## config.mk

```make
export PLATFORM = sky130hd
export DESIGN_NAME = debug_seg_display_flat
export DESIGN_NICKNAME = d
export VERILOG_FILES = /design/src/rtl/debug_seg_display_if.sv /design/src/rtl/debug_seg_display.sv /design/src/flat_wrapper.sv
export SDC_FILE = /design/constraint.sdc
export NUM_CORES = 1
export LEC_CHECK = 0
export BUFFER_PORTS_ARGS = -buffer_cell sky130_fd_sc_hd__buf_2
export CAP_MARGIN = 20
export CORE_ASPECT_RATIO = 0.9
export CORE_MARGIN = 4
export CORE_UTILIZATION = 54
export DETAILED_ROUTE_END_ITERATION = 16
export GPL_TIMING_DRIVEN = 0
export HOLD_SLACK_MARGIN = 0.1
export PLACE_DENSITY = 0.82
export SKIP_CTS_REPAIR_TIMING = 1
export SLEW_MARGIN = 20
export SYNTH_ARGS = -nofsm -noshare
export SYNTH_HDL_FRONTEND = slang
export SYNTH_SLANG_ARGS = --single-unit
```

## constraint.sdc

```tcl
create_clock -name clock -period 2.7 [get_ports clock]
set_input_delay 0.27 -clock clock [delete_from_list [all_inputs] [get_ports clock]]
set_output_delay 0.27 -clock clock [all_outputs]
set_load 0.005 [all_outputs]
```

## src/rtl/debug_seg_display_if.sv

```systemverilog
// Signal bundle between the debug display and its surroundings: channel taps and raw
// buttons in, seven-segment bank and status out.
interface debug_seg_display_if #(
    parameter int NUM_CH = 4,
    parameter int DATA_W = 32
);
    localparam int DIGITS = DATA_W / 4;
    localparam int SEL_W  = (NUM_CH > 1) ? $clog2(NUM_CH) : 1;

    logic [NUM_CH*DATA_W-1:0] ch_data;
    logic                     btn_next;
    logic                     btn_freeze;
    logic [7*DIGITS-1:0]      seg;
    logic [SEL_W-1:0]         ch_sel;
    logic                     frozen;

    modport master (
        output ch_data, btn_next, btn_freeze,
        input  seg, ch_sel, frozen
    );

    modport slave (
        input  ch_data, btn_next, btn_freeze,
        output seg, ch_sel, frozen
    );
endinterface

```

## src/rtl/debug_seg_display.sv

```systemverilog
// Multi-channel hex debug display: two debounced pushbuttons step the shown channel and
// freeze the shown value; the latched word drives the seven-segment bank.
module debug_seg_debounce #(
    parameter int DEBOUNCE_CYC = 500000
) (
    input  logic clock,
    input  logic resetn,
    input  logic btn_raw_i,
    output logic press_o
);
    localparam int              CNT_W  = (DEBOUNCE_CYC > 2) ? $clog2(DEBOUNCE_CYC) : 1;
    localparam logic [CNT_W-1:0] CNT_TC = CNT_W'(DEBOUNCE_CYC - 1);

    logic             sync1_q;
    logic             sync2_q;
    logic             level_q;
    logic             level_d;
    logic [CNT_W-1:0] cnt_q;
    logic [CNT_W-1:0] cnt_d;

    always_ff @(posedge clock or negedge resetn) begin
        if (!resetn) begin
            sync1_q <= 1'b1;
            sync2_q <= 1'b1;
            level_q <= 1'b1;
            cnt_q   <= '0;
        end else begin
            sync1_q <= btn_raw_i;
            sync2_q <= sync1_q;
            level_q <= level_d;
            cnt_q   <= cnt_d;
        end
    end

    // The counter only runs while the synced level disagrees with the accepted one.
    always_comb begin
        level_d = level_q;
        cnt_d   = cnt_q;
        if (sync2_q == level_q) begin
            cnt_d = '0;
        end else if (cnt_q == CNT_TC) begin
            level_d = sync2_q;
            cnt_d   = '0;
        end else begin
            cnt_d = cnt_q + CNT_W'(1);
        end
    end

    // Buttons are active low: a press is the accepted level falling.
    assign press_o = level_q & ~level_d;
endmodule

module debug_seg_display #(
    parameter int NUM_CH       = 4,
    parameter int DATA_W       = 32,
    parameter int DEBOUNCE_CYC = 500000,
    parameter int BLANK_LZ     = 0
) (
    input  logic                clock,
    input  logic                resetn,
    debug_seg_display_if.slave  dbg
);
    localparam int               DIGITS  = DATA_W / 4;
    localparam int               SEL_W   = (NUM_CH > 1) ? $clog2(NUM_CH) : 1;
    localparam logic [SEL_W-1:0] SEL_MAX = SEL_W'(NUM_CH - 1);

    logic [DATA_W-1:0]   chan [NUM_CH];
    logic                ev_next;
    logic                ev_freeze;
    logic [SEL_W-1:0]    sel_q;
    logic [SEL_W-1:0]    sel_d;
    logic                frozen_q;
    logic                frozen_d;
    logic [DATA_W-1:0]   disp_q;
    logic [DATA_W-1:0]   disp_d;
    logic [7*DIGITS-1:0] seg_w;

    for (genvar k = 0; k < NUM_CH; k++) begin : g_chan
        assign chan[k] = dbg.ch_data[k*DATA_W +: DATA_W];
    end

    debug_seg_debounce #(.DEBOUNCE_CYC(DEBOUNCE_CYC)) u_db_next (
        .clock     (clock),
        .resetn    (resetn),
        .btn_raw_i (dbg.btn_next),
        .press_o   (ev_next)
    );

    debug_seg_debounce #(.DEBOUNCE_CYC(DEBOUNCE_CYC)) u_db_freeze (
        .clock     (clock),
        .resetn    (resetn),
        .btn_raw_i (dbg.btn_freeze),
        .press_o   (ev_freeze)
    );

    always_ff @(posedge clock or negedge resetn) begin
        if (!resetn) begin
            sel_q    <= '0;
            frozen_q <= 1'b0;
            disp_q   <= '0;
        end else begin
            sel_q    <= sel_d;
            frozen_q <= frozen_d;
            disp_q   <= disp_d;
        end
    end

    // A channel step while frozen takes one snapshot of the newly selected channel.
    always_comb begin
        sel_d = sel_q;
        if (ev_next) begin
            sel_d = (sel_q == SEL_MAX) ? '0 : sel_q + SEL_W'(1);
        end
        frozen_d = frozen_q ^ ev_freeze;
        disp_d   = disp_q;
        if (!frozen_d || ev_next) begin
            disp_d = chan[sel_d];
        end
    end

    function automatic logic [6:0] hex7(input logic [3:0] nib);
        logic [6:0] s;
        case (nib)
            4'h0:    s = 7'b1000000;
            4'h1:    s = 7'b1111001;
            4'h2:    s = 7'b0100100;
            4'h3:    s = 7'b0110000;
            4'h4:    s = 7'b0011001;
            4'h5:    s = 7'b0010010;
            4'h6:    s = 7'b0000010;
            4'h7:    s = 7'b1111000;
            4'h8:    s = 7'b0000000;
            4'h9:    s = 7'b0010000;
            4'hA:    s = 7'b0001000;
            4'hB:    s = 7'b0000011;
            4'hC:    s = 7'b1000110;
            4'hD:    s = 7'b0100001;
            4'hE:    s = 7'b0000110;
            default: s = 7'b0001110;
        endcase
        return s;
    endfunction

    // Walk from the most significant digit down so "all higher nibbles zero" accumulates.
    always_comb begin
        logic       upper_zero;
        logic [3:0] nib;
        seg_w      = '0;
        upper_zero = 1'b1;
        nib        = '0;
        for (int d = DIGITS - 1; d >= 0; d--) begin
            nib        = disp_q[4*d +: 4];
            upper_zero = upper_zero & (nib == 4'h0);
            if ((BLANK_LZ != 0) && (d != 0) && upper_zero) begin
                seg_w[7*d +: 7] = 7'b1111111;
            end else begin
                seg_w[7*d +: 7] = hex7(nib);
            end
        end
    end

    assign dbg.seg    = seg_w;
    assign dbg.ch_sel = sel_q;
    assign dbg.frozen = frozen_q;
endmodule

```

## src/flat_wrapper.sv

```systemverilog
// flat-port wrapper written by rule: the top's interface ports become plain ports
module debug_seg_display_flat 
#(
    parameter int NUM_CH       = 4,
    parameter int DATA_W       = 32,
    parameter int DEBOUNCE_CYC = 500000,
    parameter int BLANK_LZ     = 0
)
  (clock, resetn, dbg_ch_data, dbg_btn_next, dbg_btn_freeze, dbg_seg, dbg_ch_sel, dbg_frozen);
  debug_seg_display_if #(.NUM_CH(NUM_CH), .DATA_W(DATA_W)) dbg_i ();
  input  logic clock;
  input  logic resetn;
  input wire logic [$bits(dbg_i.ch_data)-1:0] dbg_ch_data;
  input wire logic [$bits(dbg_i.btn_next)-1:0] dbg_btn_next;
  input wire logic [$bits(dbg_i.btn_freeze)-1:0] dbg_btn_freeze;
  output wire logic [$bits(dbg_i.seg)-1:0] dbg_seg;
  output wire logic [$bits(dbg_i.ch_sel)-1:0] dbg_ch_sel;
  output wire logic [$bits(dbg_i.frozen)-1:0] dbg_frozen;
  assign dbg_i.ch_data = dbg_ch_data;
  assign dbg_i.btn_next = dbg_btn_next;
  assign dbg_i.btn_freeze = dbg_btn_freeze;
  assign dbg_seg = dbg_i.seg;
  assign dbg_ch_sel = dbg_i.ch_sel;
  assign dbg_frozen = dbg_i.frozen;
  debug_seg_display #(.NUM_CH(NUM_CH), .DATA_W(DATA_W), .DEBOUNCE_CYC(DEBOUNCE_CYC), .BLANK_LZ(BLANK_LZ)) u_core (.clock(clock), .resetn(resetn), .dbg(dbg_i));
endmodule
```

==> results of run 1 <==
## logic make-up after synthesis
family | count (synthesis)
AO/OA/AOI/OAI | 174
XOR/XNOR | 32
adder cells (fa/ha/maj) | 51
buffers and inverters | 78
flip-flops | 79
multiplexers | 68
AND/OR/NAND/NOR | 283
## report_power, final
group / leakage, nW / switching [W] / internal, W / total (W)
combinational: 3.00 / 0.000276 / 0.000283 / 0.000560
clock: 0.136 / 0.000492 / 0.000717 / 0.00121
sequential: 1.00 / 0.0000474 / 0.00122 / 0.00127
total: 4.14 / 0.000816 / 0.00222 / 0.00304
## metrics by stage
stage,setup slack (ns),cells,power (W)
final,0.128,1136,0.00304
after global routing,-0.00266,1136,0.00317
after CTS,-0.0862,1132,0.00304
after detailed placement,-0.0598,1116,0.00184
after global placement,-0.0546,1115,0.00182
after floorplan,0.400,765,0.00157
## registers in the layout, indices dropped and copies added, names as in the netlist
register,count
u_core.u_db_freeze.sync2_q,1
u_core.dbg.frozen,1
u_core.u_db_next.level_q,1
u_core.disp_q,32
u_core.u_db_next.sync2_q,1
u_core.u_db_freeze.sync1_q,1
u_core.u_db_next.sync1_q,1
u_core.u_db_freeze.level_q,1
u_core.u_db_next.cnt_q,19
u_core.dbg.ch_sel,2
u_core.u_db_freeze.cnt_q,19
## cell type report
cell class,instances,area (um2)
multi-input cells,608,4420
fillers,1029,3820
flip-flops and latches,79,1980
repair buffers,195,1020
clock buffers,11,233
plain buffers,47,226
well taps,160,200
inverters,31,116
clock inverters,5,58.8
## cells in the final DEF, fill, tap and decap left out, drive strengths merged, types with 16 or more instances in the layout
cell type	Yosys	layout
xor2	21	21
o211ai	64	64
clkbuf	29	42
ha	51	51
o21ai	21	21
o22ai	37	37
a21oi	16	16
nand2	58	58
mux2i	55	55
nor2	142	142
buf	18	208
dfrtp	73	73
inv	31	31
## how the worst max path moves through the flow
stage / start / end / slack, ns / cells after the start
after CTS: u_core.u_db_freeze.cnt_q[0] / u_core.disp_q[16] / -0.09 / 8
after floorplan: u_core.u_db_next.cnt_q[14] / u_core.disp_q[0] / 0.40 / 7
after global routing: u_core.u_db_freeze.cnt_q[0] / u_core.disp_q[6] / -0.003 / 8
final: u_core.u_db_next.cnt_q[14] / u_core.disp_q[7] / 0.13 / 7
after global placement: u_core.u_db_freeze.cnt_q[0] / u_core.disp_q[9] / -0.05 / 8
after detailed placement: u_core.u_db_freeze.cnt_q[0] / u_core.disp_q[16] / -0.06 / 8
## per-layer routing
| layer | routed length, um | vias to the layer above |
|---|---|---|
| met1 | 8230 | 3027 |
| li1 | - | 3147 |
| met4 | 471 | 0 |
| met2 | 9140 | 227 |
| met3 | 1270 | 35 |
| met5 | 0 | - |
## tightest hold or removal path: stages
cell and delay (ns):
buf_2 0.07, o211ai_1 0.09, o211ai_2 0.07
==> key figures, run 1 <==
Clocking
  – CTS tree: done
  – CTS buffer count: 9
  – Skew-Pair Late Insertion Delay: 0.34 ns
  – Clk slew on worst S/H paths: 0.06 ns
  – Clk sink count: 79
  – CTS Buffer Depth: 2
  – Htree depth: 3
  – Root buffer cell: clkbuf_16

STA
  – Final Hold Viols: 0
  – Layout Skew: 0.00517 ns
  – Final min period: 2.57 ns
  – Max frequency: 389 MHz
  – Setup-failing EPs final: 0
  – Slew Viols, Final: 0
  – Least-Margin Pin Slew: 0.630 ns
  – Hold WS: 0.204 ns
  – Slew HR: 58.0%
  – Tcrit/Tclk final: 95.3%
  – Sum Neg Setup Slack: 0 ns

Synthesis
  – Syn Area/Cell: 8.76 um2
  – Mux cell area share after synthesis: 11.8%
  – Cell with the most instances after synthesis: nor2_1
  – Post-synthesis sequential area ratio: 29.6%
  – Synth cell count leaders: nor2_1 (141), dfrtp_1 (73), nand2_1 (58)
  – Cell taking the most area after synthesis: dfrtp_1
  – Main flop type after synthesis: dfrtp_1
  – Post-synthesis cell area: 6700 um2
  – Cells taking the most area after synthesis: dfrtp_1 (27%), ha_1 (9.5%), mux2i_1 (8.2%)
  – Yosys warns: 0
  – Syn Inst Count: 765
  – Post-synth EDFFs: 0
  – Synth Area in Adders: 9.53%
  – Simple-gate share of the synthesized area: 19.7%
  – Synthesized flop and latch total: 79
  – Synthesized Nets: 948
  – Synth Area in Compound Gates: 20.3%
  – Synth cell types: 52
  – Largest family of logic cells by synthesized area: compound AO/OA/AOI/OAI gates
  – Async set-reset flop share out of synthesis: 100%
  – Yosys top cell area share: 27.3%
  – Post-synthesis xor/xnor area fraction: 4.18%

Critical path
  – CP max stage delay: 0.58 ns
  – Worst path bufs/invs: 1
  – Cell family with the largest share of critical-path delay: simple AND/OR/NAND/NOR gates
  – R2R setup slack: 0.13 ns
  – Worst endpoint required time: 2.91 ns
  – Crit Path Category: reg2reg
  – Depth of the most critical reg-to-reg path: 7
  – Worst path slowest cell: or4b_4
  – Crit start category: register
  – Crit end category: register
  – Worst r2r dst: u_core.disp_q[7]
  – Reg2reg start: u_core.u_db_next.cnt_q[14]
  – Worst EP arrival: 2.78 ns
  – Worst-path fanout max: 10
  – Worst-path cell chain: or4b_4 -> or3_4 -> o21a_4 -> nor2_8 -> buf_6 -> mux2i_1 -> o211ai_2

Drt
  – Vias: 6436
  – Drt total wl: 19.1 mm
  – 1st-iter DRT viols: 434
  – Pre-Repair DR Iteration Count: 7
  – Routed Antenna Nets: 0
  – Per-cell routed wire length: 16.8 um
  – Vias/cell: 5.67
  – Number of remaining DRC errors: 0

Die
  – IO Pins: 191
  – # rows: 38
  – Starting density of the core: 55.5%
  – Die X: 125 um
  – Die Area: 14300 um2
  – Die Height: 114 um
  – Core area: 12100 um2

Placed design
  – Buffers on Ports: 190
  – Placed Area: 7880 um2
  – GP Congestion: 0.893
  – Post-DP HPWL: 14.7 mm

Pwr
  – Maximum VDD drop: 0.541 mV
  – Pwr dens: 368 nW/um2
  – LEAKAGE: 4.14 nW

Global route
  – GRT met1 Usage: 34.2%
  – Grt peak-use layer: met2
  – Global-route usage over all layers: 26.3%
  – Met3 Use GR: 5.57%
  – Grt ovf: 0
  – Initial antenna violation count: 0
  – Vias in the first global route: 6138
  – First-pass GRT wire length: 30.3 mm
  – Pin count of the biggest net entering global routing: 54
  – Met2 GRT Util: 43.9%

Layout
  – Nets: 1154
  – Share of cells above drive strength 1: 30.2%
  – Finished Cell Area: 8260 um2
  – Final core utilization: 68.4%
  – N_diodes: 0
  – Syn-to-layout area delta: 23.3%

Hold path
  – Hold Path Depth: 3
  – Min-delay src: dbg_ch_data[104]
  – Min-Delay Path Class: in2reg
  – Worst Hold End: u_core.disp_q[8]

Run status
  – Outcome: complete, no violations

Run
  – Max_cap viols: 0
(Power assumes the default switching activity.)
==> run 2: changes to the inputs <==
clock period = 2.75 ns   (was 2.7 ns; I/O delays follow)
==> run 2 against run 1 <==
Effect of this change:
- flip-flop and latch count did not move
- routed wire length barely moved
- clock-buffer cell count did not move
- critical path depth did not move
- hold slack improved by 0.0048 ns
- via count fell by 0.48%
- clock power barely moved
- cell area barely moved
- combinational power fell by 2%
- maximum frequency fell by 1.7%
- sequential power barely moved
- critical path type unchanged
- critical endpoint is now u_core.disp_q[27]
==> key figures, run 2 (synthesis gave the netlist of run 1 again) <==
Run status
  – Outcome: complete, no violations

Layout
  – Multi-input gate area: 4420 um2 (about the same)
  – Top flop regs: u_core.disp_q x32, u_core.u_db_freeze.cnt_q x19, u_core.u_db_next.cnt_q x19
  – Share of cells above drive strength 1: 30.2% (-0.072 points)
  – Finished Cell Area: 8250 um2 (about the same)
  – Commonest non-fill, non-tap cell in the layout: buf_2
  – Nets: 1153 (-0.087%)
  – # fillers: 1027 (-0.19%)
  – N_diodes: 0 (unchanged)
  – Register Area: 1980 um2 (unchanged)
  – Most frequent cells in the layout: buf_2 (197), nor2_1 (141), dfrtp_1 (73), nand2_1 (58), mux2i_1 (55)
  – Finished Layout Cells: 1135 (-0.088%)
  – Largest Register: u_core.disp_q
  – Max FFs per register: 32 (unchanged)
  – Final core utilization: 68.3% (about the same)
  – Syn-to-layout area delta: 23.2% (about the same)

Drt
  – 1st-iter DRT viols: 438 (+0.92%)
  – Pre-Repair DR Iteration Count: 5 (-2)
  – Routed Antenna Nets: 0 (unchanged)
  – Drt total wl: 19.1 mm (about the same)
  – Per-cell routed wire length: 16.8 um (about the same)
  – Vias/cell: 5.64 (-0.39%)
  – Number of remaining DRC errors: 0 (unchanged)
  – Vias: 6405 (-0.48%)

Pwr
  – Comb pwr share: 18.4% (about the same)
  – Maximum VDD drop: 0.530 mV (-2.0%)
  – Clock power share: 39.8% (about the same)
  – Pwr dens: 361 nW/um2 (-1.9%)
  – Internal power: 0.00218 W (-1.9%)
  – Sw Ratio: 26.8% (-0.062 points)
  – Total power: 0.00298 W (-1.9%)
  – Flop pwr share: 41.8% (about the same)
  – NetSw: 0.000798 W (-2.2%)
  – LEAKAGE: 4.15 nW (+0.11%)

Clocking
  – Clk slew on worst S/H paths: 0.06 ns (about the same)
  – Htree depth: 3 (unchanged)
  – CTS tree: done
  – CTS buffer count: 9 (unchanged)
  – Clk sink count: 79 (unchanged)
  – Root buffer cell: clkbuf_16
  – CTS Buffer Depth: 2 (unchanged)
  – Skew-Pair Late Insertion Delay: 0.34 ns (about the same)

Die
  – Die Height: 114 um (unchanged)
  – Die Area: 14300 um2 (unchanged)
  – IO Pins: 191 (unchanged)
  – Die X: 125 um (unchanged)
  – # rows: 38 (unchanged)
  – Core area: 12100 um2 (unchanged)
  – Starting density of the core: 55.5% (unchanged)

Placed design
  – Post-DP HPWL: 14.7 mm (unchanged)
  – Placed Area: 7880 um2 (unchanged)
  – GP Congestion: 0.893 (unchanged)
  – Placed Cells incl. Taps: 1116 (unchanged)
  – Buffers on Ports: 190 (unchanged)

Critical path
  – Crit end category: register
  – Worst-path fanout max: 10 (unchanged)
  – Depth of the most critical reg-to-reg path: 7 (unchanged)
  – Worst-path cell chain: or4b_4 -> or3_4 -> o21a_4 -> nor2_8 -> buf_6 -> mux2i_1 -> o211ai_2
  – Reg2reg start: u_core.u_db_next.cnt_q[14]
  – Worst path slowest cell: or4b_4
  – R2R setup slack: 0.13 ns (about the same)
  – Worst endpoint required time: 2.96 ns (+0.05 ns)
  – Crit start category: register
  – Worst r2r dst: u_core.disp_q[27]
  – CP max stage delay: 0.58 ns (about the same)
  – Worst EP arrival: 2.83 ns (+0.05 ns)
  – Crit Path Category: reg2reg

Global route
  – First-pass GRT wire length: 30.3 mm (unchanged)
  – Pin count of the biggest net entering global routing: 54 (unchanged)
  – Global-route usage over all layers: 26.3% (unchanged)
  – Initial antenna violation count: 0 (unchanged)
  – Grt ovf: 0 (unchanged)
  – Vias in the first global route: 6138 (unchanged)

Hold path
  – Worst Hold End: u_core.disp_q[8]
  – Min-Delay Path Class: in2reg
  – Hold Path Depth: 3 (unchanged)
  – Min-delay src: dbg_ch_data[104]

STA
  – Final min period: 2.62 ns (+0.0436 ns)
  – Setup-failing EPs final: 0 (unchanged)
  – Layout Skew: 0.00499 ns (-0.000182 ns)
  – Final Hold Viols: 0 (unchanged)
  – Tcrit/Tclk final: 95.1% (-0.15 points)
  – Least-Margin Pin Slew: 0.626 ns (-0.00345 ns)
  – Slew Viols, Final: 0 (unchanged)
  – Max frequency: 382 MHz (-1.7%)
  – Slew HR: 58.2% (+0.23 points)

Run
  – Max_cap viols: 0 (unchanged)
run 2: power by group through the flow:
| stage | sequential, W | combinational, W | clock, W |
|---|---|---|---|
| final | 0.00125 | 0.000548 | 0.00119 |
| after global routing | 0.00125 | 0.000611 | 0.00125 |
| after CTS | 0.00124 | 0.000546 | 0.00120 |
| after detailed placement | 0.00127 | 0.000544 | 0 |
| after global placement | 0.00126 | 0.000523 | 0 |
| after floorplan | 0.00125 | 0.000290 | 0 |
run 2: worst max-delay path, delay by kind of cell, from the launching register on:
family	cells	cell delay, ns
AND/OR/NAND/NOR	3	1.18
multiplexers	1	0.33
buffers and inverters	1	0.23
flip-flops	1	0.42
AO/OA/AOI/OAI	2	0.34
run 2: area by class of cell:
class	count	share of cell area (%)
clock buffers	11	2.82
plain buffers	47	2.79
inverters	31	1.41
clock inverters	5	0.713
flip-flops and latches	79	24.0
well taps	160	2.43
multi-input cells	608	53.5
repair buffers	194	12.2
run 2: through the flow:
stage          hold WS (ns)  setup slack (ns)  setup TNS [ns]
2_1_floorplan       -0.0206             0.450               0
3_3_place_gp          0.345          -0.00459        -0.00459
3_5_place_dp          0.230          -0.00978         -0.0133
4_1_cts              -0.133           -0.0362          -0.236
5_1_grt               0.212          -0.00680        -0.00680
6_report              0.209             0.134               0
run 2: worst max-delay path by stage:
| stage | from | endpoint | slack (ns) |
|---|---|---|---|
| 2_1_floorplan | u_core.u_db_next.cnt_q[14] | u_core.disp_q[0] | 0.45 |
| 5_1_grt | u_core.u_db_freeze.cnt_q[0] | u_core.disp_q[20] | -0.007 |
| 3_5_place_dp | u_core.u_db_freeze.cnt_q[0] | u_core.disp_q[16] | -0.01 |
| 6_report | u_core.u_db_next.cnt_q[14] | u_core.disp_q[27] | 0.13 |
| 3_3_place_gp | u_core.u_db_freeze.cnt_q[0] | u_core.disp_q[9] | -0.005 |
| 4_1_cts | u_core.u_db_freeze.cnt_q[0] | u_core.disp_q[16] | -0.04 |
run 2: routing by layer:
metal / vias to the layer above / part of all wire [%] / global-route usage (%)
met3: 40 / 6.8 / 5.57
met5: - / 0 / 0
met4: 0 / 2.9 / 8.89
li1: 3140 / - / -
met2: 236 / 48 / 43.9
met1: 2989 / 43 / 34.2
